File: config.mk
export PLATFORM = sky130hd
export DESIGN_NAME = pc_sequencer_flat
export DESIGN_NICKNAME = d
export VERILOG_FILES = /design/src/rtl/pc_sequencer_if.sv /design/src/rtl/pc_sequencer.sv /design/src/flat_wrapper.sv
export SDC_FILE = /design/constraint.sdc
export NUM_CORES = 1
export LEC_CHECK = 0
export ABC_AREA = 1
export BUFFER_PORTS_ARGS = -buffer_cell sky130_fd_sc_hd__buf_4
export CORE_MARGIN = 2
export CORE_UTILIZATION = 30
export DETAILED_ROUTE_END_ITERATION = 10
export GPL_TIMING_DRIVEN = 0
export PLACE_DENSITY = 0.52
export SLEW_MARGIN = 20
export SYNTH_ARGS = -nofsm -noshare
export SYNTH_HDL_FRONTEND = slang
export SYNTH_SLANG_ARGS = --single-unit
File: constraint.sdc
create_clock -name clk -period 7.52 [get_ports clk]
set_input_delay 1.504 -clock clk [delete_from_list [all_inputs] [get_ports clk]]
set_output_delay 1.504 -clock clk [all_outputs]
set_load 0.02 [all_outputs]
File: src/rtl/pc_sequencer_if.sv
// Fetch and decode-side signal bundle for pc_sequencer.
// The master modport is the sequencer; the slave modport is the imem/decoder environment.
interface pc_sequencer_if #(
    parameter int ADDR_W = 32
);
    logic              imem_req;
    logic [ADDR_W-1:0] imem_addr;
    logic              imem_ack;
    logic [31:0]       imem_rdata;
    logic              instr_valid;
    logic              instr_ready;
    logic [31:0]       instr;
    logic [ADDR_W-1:0] pc_out;
    logic              branch;
    logic              zero;
    logic              jump;
    logic              jal;
    logic              jr;
    logic [ADDR_W-1:0] jr_target;
    logic [ADDR_W-1:0] link_addr;
    logic              link_valid;
    logic              misalign;

    modport master (
        output imem_req, imem_addr, instr_valid, instr, pc_out, link_addr, link_valid, misalign,
        input  imem_ack, imem_rdata, instr_ready, branch, zero, jump, jal, jr, jr_target
    );

    modport slave (
        input  imem_req, imem_addr, instr_valid, instr, pc_out, link_addr, link_valid, misalign,
        output imem_ack, imem_rdata, instr_ready, branch, zero, jump, jal, jr, jr_target
    );
endinterface

File: src/rtl/pc_sequencer.sv
// pc_sequencer: fetch/next-PC unit feeding the control decoder; DELAY_SLOT_EN adds one branch delay slot.
// Latency: 3 cycles minimum per instruction (request, ack, accept); link_valid/misalign one cycle after accept.
// Backpressure: imem_req held until imem_ack; instr/pc_out held while instr_ready is low.
module pc_sequencer #(
    parameter int                ADDR_W   = 32,
    parameter logic [ADDR_W-1:0] RESET_PC = '0
) (
    input  logic          clk,
    input  logic          reset,
    pc_sequencer_if.master bus
);
    typedef enum logic {
        FETCH,
        ISSUE
    } state_t;

    state_t            state, state_nx;
    logic              req_q, req_nx;
    logic [ADDR_W-1:0] pc, pc_nx;
    logic [31:0]       instr_q, instr_nx;
    logic [ADDR_W-1:0] link_q, link_nx;
    logic              link_vld_q, link_vld_nx;
    logic              mis_q, mis_nx;
    logic [ADDR_W-1:0] p4, tgt;
    logic              jr_mis;

`ifdef DELAY_SLOT_EN
    logic              pend, pend_nx;
    logic [ADDR_W-1:0] pend_tgt, pend_tgt_nx;
    logic              taken;

    assign taken = bus.jr | bus.jump | bus.jal | (bus.branch & bus.zero);
`endif

    assign jr_mis = bus.jr & (|bus.jr_target[1:0]);

    // Transfer target in priority order; falls through to p4 when nothing is taken.
    always_comb begin
        p4  = pc + ADDR_W'(4);
        tgt = p4;
        if (bus.jr) begin
            tgt = {bus.jr_target[ADDR_W-1:2], 2'b00};
        end else if (bus.jump || bus.jal) begin
            tgt = {p4[ADDR_W-1:28], instr_q[25:0], 2'b00};
        end else if (bus.branch && bus.zero) begin
            tgt = p4 + {{(ADDR_W-18){instr_q[15]}}, instr_q[15:0], 2'b00};
        end
    end

    always_comb begin
        state_nx    = state;
        req_nx      = req_q;
        pc_nx       = pc;
        instr_nx    = instr_q;
        link_nx     = link_q;
        link_vld_nx = 1'b0;
        mis_nx      = 1'b0;
`ifdef DELAY_SLOT_EN
        pend_nx     = pend;
        pend_tgt_nx = pend_tgt;
`endif
        case (state)
            FETCH: begin
                // First FETCH cycle only raises the request, so a stale ack is never taken.
                if (!req_q) begin
                    req_nx = 1'b1;
                end else if (bus.imem_ack) begin
                    instr_nx = bus.imem_rdata;
                    req_nx   = 1'b0;
                    state_nx = ISSUE;
                end
            end
            ISSUE: begin
                if (bus.instr_ready) begin
                    state_nx = FETCH;
`ifdef DELAY_SLOT_EN
                    if (pend) begin
                        pc_nx   = pend_tgt;
                        pend_nx = 1'b0;
                    end else begin
                        pc_nx = p4;
                        if (taken) begin
                            pend_nx     = 1'b1;
                            pend_tgt_nx = tgt;
                        end
                        if (bus.jal) begin
                            link_vld_nx = 1'b1;
                            link_nx     = p4 + ADDR_W'(4);
                        end
                        mis_nx = jr_mis;
                    end
`else
                    pc_nx = tgt;
                    if (bus.jal) begin
                        link_vld_nx = 1'b1;
                        link_nx     = p4;
                    end
                    mis_nx = jr_mis;
`endif
                end
            end
            default: state_nx = FETCH;
        endcase
    end

    always_ff @(posedge clk) begin
        if (reset) begin
            state      <= FETCH;
            req_q      <= 1'b0;
            pc         <= RESET_PC;
            instr_q    <= '0;
            link_q     <= '0;
            link_vld_q <= 1'b0;
            mis_q      <= 1'b0;
`ifdef DELAY_SLOT_EN
            pend       <= 1'b0;
            pend_tgt   <= '0;
`endif
        end else begin
            state      <= state_nx;
            req_q      <= req_nx;
            pc         <= pc_nx;
            instr_q    <= instr_nx;
            link_q     <= link_nx;
            link_vld_q <= link_vld_nx;
            mis_q      <= mis_nx;
`ifdef DELAY_SLOT_EN
            pend       <= pend_nx;
            pend_tgt   <= pend_tgt_nx;
`endif
        end
    end

    assign bus.imem_req    = req_q;
    assign bus.imem_addr   = pc;
    assign bus.instr_valid = (state == ISSUE);
    assign bus.instr       = instr_q;
    assign bus.pc_out      = pc;
    assign bus.link_addr   = link_q;
    assign bus.link_valid  = link_vld_q;
    assign bus.misalign    = mis_q;
endmodule

File: src/flat_wrapper.sv
// flat-port wrapper written by rule: the top's interface ports become plain ports
module pc_sequencer_flat 
#(
    parameter int                ADDR_W   = 32,
    parameter logic [ADDR_W-1:0] RESET_PC = '0
)
  (clk, reset, bus_imem_req, bus_imem_addr, bus_instr_valid, bus_instr, bus_pc_out, bus_link_addr, bus_link_valid, bus_misalign, bus_imem_ack, bus_imem_rdata, bus_instr_ready, bus_branch, bus_zero, bus_jump, bus_jal, bus_jr, bus_jr_target);
  pc_sequencer_if #(.ADDR_W(ADDR_W)) bus_i ();
  input  logic clk;
  input  logic reset;
  output wire logic [$bits(bus_i.imem_req)-1:0] bus_imem_req;
  output wire logic [$bits(bus_i.imem_addr)-1:0] bus_imem_addr;
  output wire logic [$bits(bus_i.instr_valid)-1:0] bus_instr_valid;
  output wire logic [$bits(bus_i.instr)-1:0] bus_instr;
  output wire logic [$bits(bus_i.pc_out)-1:0] bus_pc_out;
  output wire logic [$bits(bus_i.link_addr)-1:0] bus_link_addr;
  output wire logic [$bits(bus_i.link_valid)-1:0] bus_link_valid;
  output wire logic [$bits(bus_i.misalign)-1:0] bus_misalign;
  input wire logic [$bits(bus_i.imem_ack)-1:0] bus_imem_ack;
  input wire logic [$bits(bus_i.imem_rdata)-1:0] bus_imem_rdata;
  input wire logic [$bits(bus_i.instr_ready)-1:0] bus_instr_ready;
  input wire logic [$bits(bus_i.branch)-1:0] bus_branch;
  input wire logic [$bits(bus_i.zero)-1:0] bus_zero;
  input wire logic [$bits(bus_i.jump)-1:0] bus_jump;
  input wire logic [$bits(bus_i.jal)-1:0] bus_jal;
  input wire logic [$bits(bus_i.jr)-1:0] bus_jr;
  input wire logic [$bits(bus_i.jr_target)-1:0] bus_jr_target;
  assign bus_imem_req = bus_i.imem_req;
  assign bus_imem_addr = bus_i.imem_addr;
  assign bus_instr_valid = bus_i.instr_valid;
  assign bus_instr = bus_i.instr;
  assign bus_pc_out = bus_i.pc_out;
  assign bus_link_addr = bus_i.link_addr;
  assign bus_link_valid = bus_i.link_valid;
  assign bus_misalign = bus_i.misalign;
  assign bus_i.imem_ack = bus_imem_ack;
  assign bus_i.imem_rdata = bus_imem_rdata;
  assign bus_i.instr_ready = bus_instr_ready;
  assign bus_i.branch = bus_branch;
  assign bus_i.zero = bus_zero;
  assign bus_i.jump = bus_jump;
  assign bus_i.jal = bus_jal;
  assign bus_i.jr = bus_jr;
  assign bus_i.jr_target = bus_jr_target;
  pc_sequencer #(.ADDR_W(ADDR_W), .RESET_PC(RESET_PC)) u_core (.clk(clk), .reset(reset), .bus(bus_i));
endmodule
==> out/metrics.yaml, run 1 <==
synth_fa_ha_area_share_pct: 6.33
vias: 8697
layout_commonest_cell: "nand2_1"
r2r_start: "u_core.bus.imem_addr[2]"
root_buffer: "clkbuf_16"
post-route-min-period_ns: 4.21
grt_pass1_vias: 8266
track_usage_pct: 23.8
routed_wl_um: 31500
finalNetCount: 1581
syn_to_final_growth_pct: 29.5
endpoint_kind: "register"
fp.dieW_um: 161
yosys.area_share.simple_pct: 37.6
critPathRequiredTime_ns: 7.77
synthesis.area_mm2: 0.00743
cts_tree: "built"
synth_top_family_by_area: "simple AND/OR/NAND/NOR gates"
synth_xor_area_share_pct: 2.57
start_kind: "register"
synth_compound_area_share_pct: 14.1
dpl.hpwl_um: 26400
drcViolationCount: 0
avgSynthCellArea_um2: 5.91
drt_iter0_drc: 707
ir_drop_mv: 0.0951
fmax_mhz: 238
core_area_mm2: 0.0243
hp-class: "register to register"
muxShareOfSynthArea_pct: 0
worst_pin_slew_ns: 1.00
r2r_end: "u_core.bus.imem_addr[20]"
fillers: 2738
finalPower_mw: 1.36
wl_per_cell_um: 17.5
final_cell_mix: "366 x nand2_1, 234 x buf_4, 178 x nor2_1"
p_per_area_mw_per_mm2: 141
antenna_found_initial: 0
finalSetupViolCount: 0
post-cts-setup-buffers: 0
cts.path.max_buffers: 2
grt_overflow: 0
synthArstFlopShare_pct: 0
skew_ns: 0.00958
io_pins: 205
maxSlewViolCount: 0
htree_levels: 3
p_leak_nw: 5.03
dr.pass1.iters: 7
status: "finished, final reports clean"
cp-endpoint: "u_core.bus.imem_addr[20]"
place.gp.congestion: 0.971
ant_nets: 0
rsz0062_at_grt: "no"
synth_edf_count: 0
die_h_um: 161
reg2reg_setup_slack_ns: 3.31
die_area_mm2: 0.0261
cp_max_fo: 8
grt_pass1_wl_um: 47600
synthFlopType: "dfxtp_1"
port_buffers: 198
ctsHoldBuffers: 0
synth.top_cell.area_share_pct: 25.8
ys_top_cells_by_area: "dfxtp_1 26%, nand2_1 18%, nor2_1 9.0%, inv_1 7.9%, o21ai_0 6.2%"
syn_inst: 1257
maxCapViolCount: 0
drive_gt1_share_pct: 18.5
yosysTopAreaCell: "dfxtp_1"
clk-insertion-delay-late_ns: 0.36
grt_start_max_net_pins: 24
startpoint: "u_core.bus.imem_addr[2]"
ys_types: 42
n_antenna_cell: 0
critPathKind: "register to register"
clk_pin_slew_worst_paths_ns: 0.07
vias_per_cell: 4.84
yosysWarningCount: 0
fin_setup_tns_ns: 0
ctsResizeCount: 0
min_period_over_period_pct: 56.0
initial_core_util_pct: 30.6
relSlewSlack_pct: 33.0
numClockSinks: 96
synth-seq-area-share_pct: 25.8
reg2regPathDepth: 19
synth_seq_cells: 96
numCtsBuffers: 9
final_hold_viol_count: 0
num_rows: 57
arrival_ns: 4.46
[synthesized netlist by cell type, types with 2 or more instances]
cell type	instances
nand2_1	366
nor2_1	178
inv_1	156
dfxtp_1	96
o21ai_0	92
nand3_1	77
a21oi_1	67
buf_4	36
ha_1	36
clkbuf_1	34
nand4_1	13
xor2_1	13
nor3_1	11
nor2_2	9
o21bai_1	9
o211ai_1	8
o21ai_1	7
xnor2_1	7
and2_1	5
or2_2	4
nand2_2	3
nand3b_1	3
a21o_1	2
a221oi_1	2
clkinv_1	2
inv_2	2
nor3_4	2
o21a_1	2
o22ai_1	2
[sequential cells by signal, indices dropped and copies added (netlist names)]
name	flops
u_core.bus.instr	32
u_core.bus.imem_addr	30
u_core.bus.link_addr	30
u_core.bus.imem_req	1
u_core.bus.instr_valid	1
u_core.bus.link_valid	1
u_core.bus.misalign	1
[metrics by stage]
step	util [%]	instance area, um^2	hold WS [ns]	instances	worst slack [ns]
6_report	39.6	9630	0.484	1798	3.31
5_1_grt	39.6	9630	0.508	1798	3.01
4_1_cts	39.6	9630	0.489	1798	3.43
3_5_place_dp	38.4	9350	0.474	1784	3.45
3_3_place_gp	38.4	9350	0.469	1784	3.45
2_1_floorplan	-	7450	0.542	1262	4.46
[logic make-up after synthesis]
family | Yosys count
AO/OA/AOI/OAI | 195
flip-flops | 96
other | 1
buffers and inverters | 231
AND/OR/NAND/NOR | 676
adder cells (fa/ha/maj) | 37
XOR/XNOR | 21
[worst min path at each step]
| stage | from | slack [ns] | cells past startpoint | to |
|---|---|---|---|---|
| floorplan | u_core.bus.instr[17] | 0.54 | 2 | u_core.bus.instr[17] |
| global placement | u_core.bus.link_addr[24] | 0.47 | 2 | u_core.bus.link_addr[24] |
| detailed placement | u_core.bus.link_addr[24] | 0.47 | 2 | u_core.bus.link_addr[24] |
| CTS | u_core.bus.link_addr[24] | 0.49 | 2 | u_core.bus.link_addr[24] |
| global route | u_core.bus.link_addr[24] | 0.51 | 2 | u_core.bus.link_addr[24] |
| finish | u_core.bus.link_addr[27] | 0.48 | 2 | u_core.bus.link_addr[27] |
[critical path, stage by stage, from the launching register on]
cell and delay [ns]:
dfxtp_1 0.61, ha_1 0.38, nand2_2 0.13, nor3_4 0.31, nand3b_2 0.14, nor2_1 0.13
xor2_1 0.50, inv_1 0.14, ha_1 0.39, nand2_1 0.13, nor4_1 0.52, nand2_1 0.17
nand2_1 0.10, nand2_1 0.06, nand3_1 0.08, nand2_1 0.07, nand2_1 0.05, nand2_1 0.07
nand2_1 0.08, nand2_1 0.04
[layer usage]
layer  part of all wire [%]  GRT usage, %  up-vias  wire length, um
met5                      0             0        -                0
met1                     45          32.1     3931            14300
met2                     44          38.2      346            14000
met4                    1.9          5.52        0              609
li1                       -             -     4379                -
met3                    8.2          5.98       41             2600
[area by class of cell]
cell class | count | area [um^2] | area share [%]
multi-input combinational | 935 | 4530 | 47.0
sequential | 96 | 1920 | 20.0
timing repair buffer | 198 | 1490 | 15.4
inverter | 160 | 601 | 6.24
tap | 324 | 405 | 4.21
buffer | 71 | 402 | 4.17
clock buffer | 9 | 225 | 2.34
clock inverter | 5 | 58.8 | 0.611
[power breakdown]
| group | total, mW | switching (mW) | internal, mW |
|---|---|---|---|
| clock network | 0.468 | 0.212 | 0.255 |
| logic | 0.321 | 0.196 | 0.125 |
| registers | 0.569 | 0.0359 | 0.533 |
| total | 1.36 | 0.445 | 0.913 |
Note: power is estimated with default switching activity, not from simulation.
==> run 2, diff against run 1 <==
==> constraint.sdc (replaced) <==
create_clock -name clk -period 3.9 [get_ports clk]
set_input_delay 0.78 -clock clk [delete_from_list [all_inputs] [get_ports clk]]
set_output_delay 0.78 -clock clk [all_outputs]
set_load 0.02 [all_outputs]
==> run 2 against run 1 <==
Net effect:
- largest cell class unchanged
- sequential power grew 93%
- critical path depth up 1
- die area stayed put
- fmax increased by 17%
==> out/metrics.yaml, run 2 (same netlist as run 1, synthesis figures left out) <==
post_dp_cell_area_mm2: 0.00935  # unchanged
ctsHoldBuffers: 0  # unchanged
rsz0062_at_grt: "no"
dr.pass1.iters: 5  # -2
cts.path.max_buffers: 2  # unchanged
endpoint_kind: "register"
initial_core_util_pct: 30.6  # unchanged
finalSetupViolCount: 0  # unchanged
cpMaxStageDelayCell: "xor2_1"
dpl.hpwl_um: 26400  # unchanged
drt_iter0_drc: 789  # +12%
worst_slack_ns: 0.307  # -3.00 ns
io_pins: 205  # unchanged
ir_drop_mv: 0.181  # +90%
die_h_um: 161  # unchanged
arrival_ns: 3.85  # -0.61 ns
pre_cts_slack_ns: -0.174  # -3.62 ns
p_leak_nw: 5.06  # +0.57%
final_cell_mix: "366 x nand2_1, 238 x buf_4, 178 x nor2_1"
syn_to_final_growth_pct: 30.9
vias: 8734  # +0.43%
finalPower_mw: 2.62  # +93%
port_buffers: 198  # unchanged
place.gp.congestion: 0.971  # unchanged
wl_per_cell_um: 17.5  # about the same
final_hold_viol_count: 0  # unchanged
dp.cells: 1784  # unchanged
skew_ns: 0.0102  # +0.000656 ns
track_usage_pct: 23.8  # about the same
num_rows: 57  # unchanged
layout_commonest_cell: "nand2_1"
htree_levels: 3  # unchanged
final_cells: 1802  # +0.22%
n_antenna_cell: 0  # unchanged
grt_start_max_net_pins: 24  # unchanged
critPathRequiredTime_ns: 4.15  # -3.62 ns
die_area_mm2: 0.0261  # unchanged
hp-class: "register to register"
drive_gt1_share_pct: 19.5  # +1.0 points
vias_per_cell: 4.85  # +0.20%
clk_pin_slew_worst_paths_ns: 0.07  # about the same
crit_buf_inv: 1  # unchanged
numClockSinks: 96  # unchanged
final_util_pct: 40.0  # +0.44 points
min_period_over_period_pct: 92.1  # +36 points
antenna_found_initial: 0  # unchanged
relSlewSlack_pct: 31.9  # -1.1 points
status: "finished, final reports clean"
core_area_mm2: 0.0243  # unchanged
clk-insertion-delay-late_ns: 0.35  # about the same
finalNetCount: 1585  # +0.25%
p_per_area_mw_per_mm2: 269  # +91%
drcViolationCount: 0  # unchanged
root_buffer: "clkbuf_16"
maxCapViolCount: 0  # unchanged
grt_pass1_vias: 8261  # -0.060%
fmax_mhz: 278  # +17%
post-route-min-period_ns: 3.59  # -0.617 ns
cts_tree: "built"
critPathKind: "register to register"
ant_nets: 0  # unchanged
fin_area_mm2: 0.00974  # +1.1%
path_cells: "ha_4, nand2_2, nor2_2, nand2_1, xor2_1, inv_1, ha_1, nand2_1, nor2_1, nand3_1, nand3_1, nand2_1, nand3_1, nand2_1, nand3_1, nand2_1, nand2_1, nand2_1, nand2_1, nand2_1"
grt_overflow: 0  # unchanged
routed_wl_um: 31600  # +0.16%
largest_reg_flops: 32  # unchanged
maxSlewViolCount: 0  # unchanged
start_kind: "register"
numCtsBuffers: 9  # unchanged
cp_max_fo: 7  # -1
worst_pin_slew_ns: 1.02  # +0.0159 ns
critical_path.most_common_cell: "nand2_1"
slowest_delay_ns: 0.47  # -0.14 ns
cp_top_family: "simple AND/OR/NAND/NOR gates"
grt_pass1_wl_um: 47600  # about the same
fp.dieW_um: 161  # unchanged
## run 2: changes by cell type in the layout (fill, tap and decap cells not counted), moves of 2 or more
cell / delta
buf_4: +4
dfxtp_1: -4
xor2_1: -4
dfxtp_2: +3
xor2_2: +3
ha_1: -2
## run 2: worst reg2reg max path: cells and delay by family, from the launching register on
family | cells | cell delay (ns)
flip-flops | 1 | 0.44
XOR/XNOR | 1 | 0.47
AND/OR/NAND/NOR | 16 | 1.89
adder cells (fa/ha/maj) | 2 | 0.58
buffers and inverters | 1 | 0.10
## run 2: path summary, 6_finish.rpt
check                           start                       end  slack (ns)  cells past startpoint
min reg2reg  u_core.bus.link_addr[27]  u_core.bus.link_addr[27]        0.48                      2
min          u_core.bus.link_addr[27]  u_core.bus.link_addr[27]        0.48                      2
max reg2reg   u_core.bus.imem_addr[3]  u_core.bus.imem_addr[27]        0.31                     20
max           u_core.bus.imem_addr[3]  u_core.bus.imem_addr[27]        0.31                     20
## run 2: area by class of cell
cell class / count / area (um^2)
well taps: 324 / 405
multi-input cells: 935 / 4600
inverters: 160 / 601
fillers: 2719 / 14600
plain buffers: 71 / 402
clock inverters: 5 / 58.8
repair buffers: 202 / 1520
flip-flops and latches: 96 / 1930
clock buffers: 9 / 225
## run 2: power breakdown
part           switching, mW  total, mW  leakage (nW)  internal [mW]
combinational          0.379      0.622          4.14          0.243
clock                  0.406      0.898         0.134          0.492
sequential            0.0702       1.10         0.783           1.03
total                  0.855       2.62          5.06           1.76
## run 2: repair_timing
item | 4_1_cts | 5_1_grt
pin swaps | 0 | 2
setup buffers | 0 | 4
cloned | 0 | 0
resized for setup | 2 | 13
setup endpoints to repair | 8 | 16
## run 2: per-stage QoR
stage | hold slack (ns) | setup TNS, ns
CTS | 0.489 | 0
global route | 0.508 | 0
floorplan | 0.542 | 0
global placement | 0.469 | -0.794
detailed placement | 0.474 | -0.838
finish | 0.484 | 0
## run 2: layer usage
layer / GRT usage (%) / up-vias / share of wire, %
met5: 0 / - / 0
met3: 5.98 / 29 / 8.2
met2: 38.2 / 346 / 45
met4: 5.52 / 0 / 1.6
met1: 32.1 / 3974 / 45
li1: - / 4385 / -
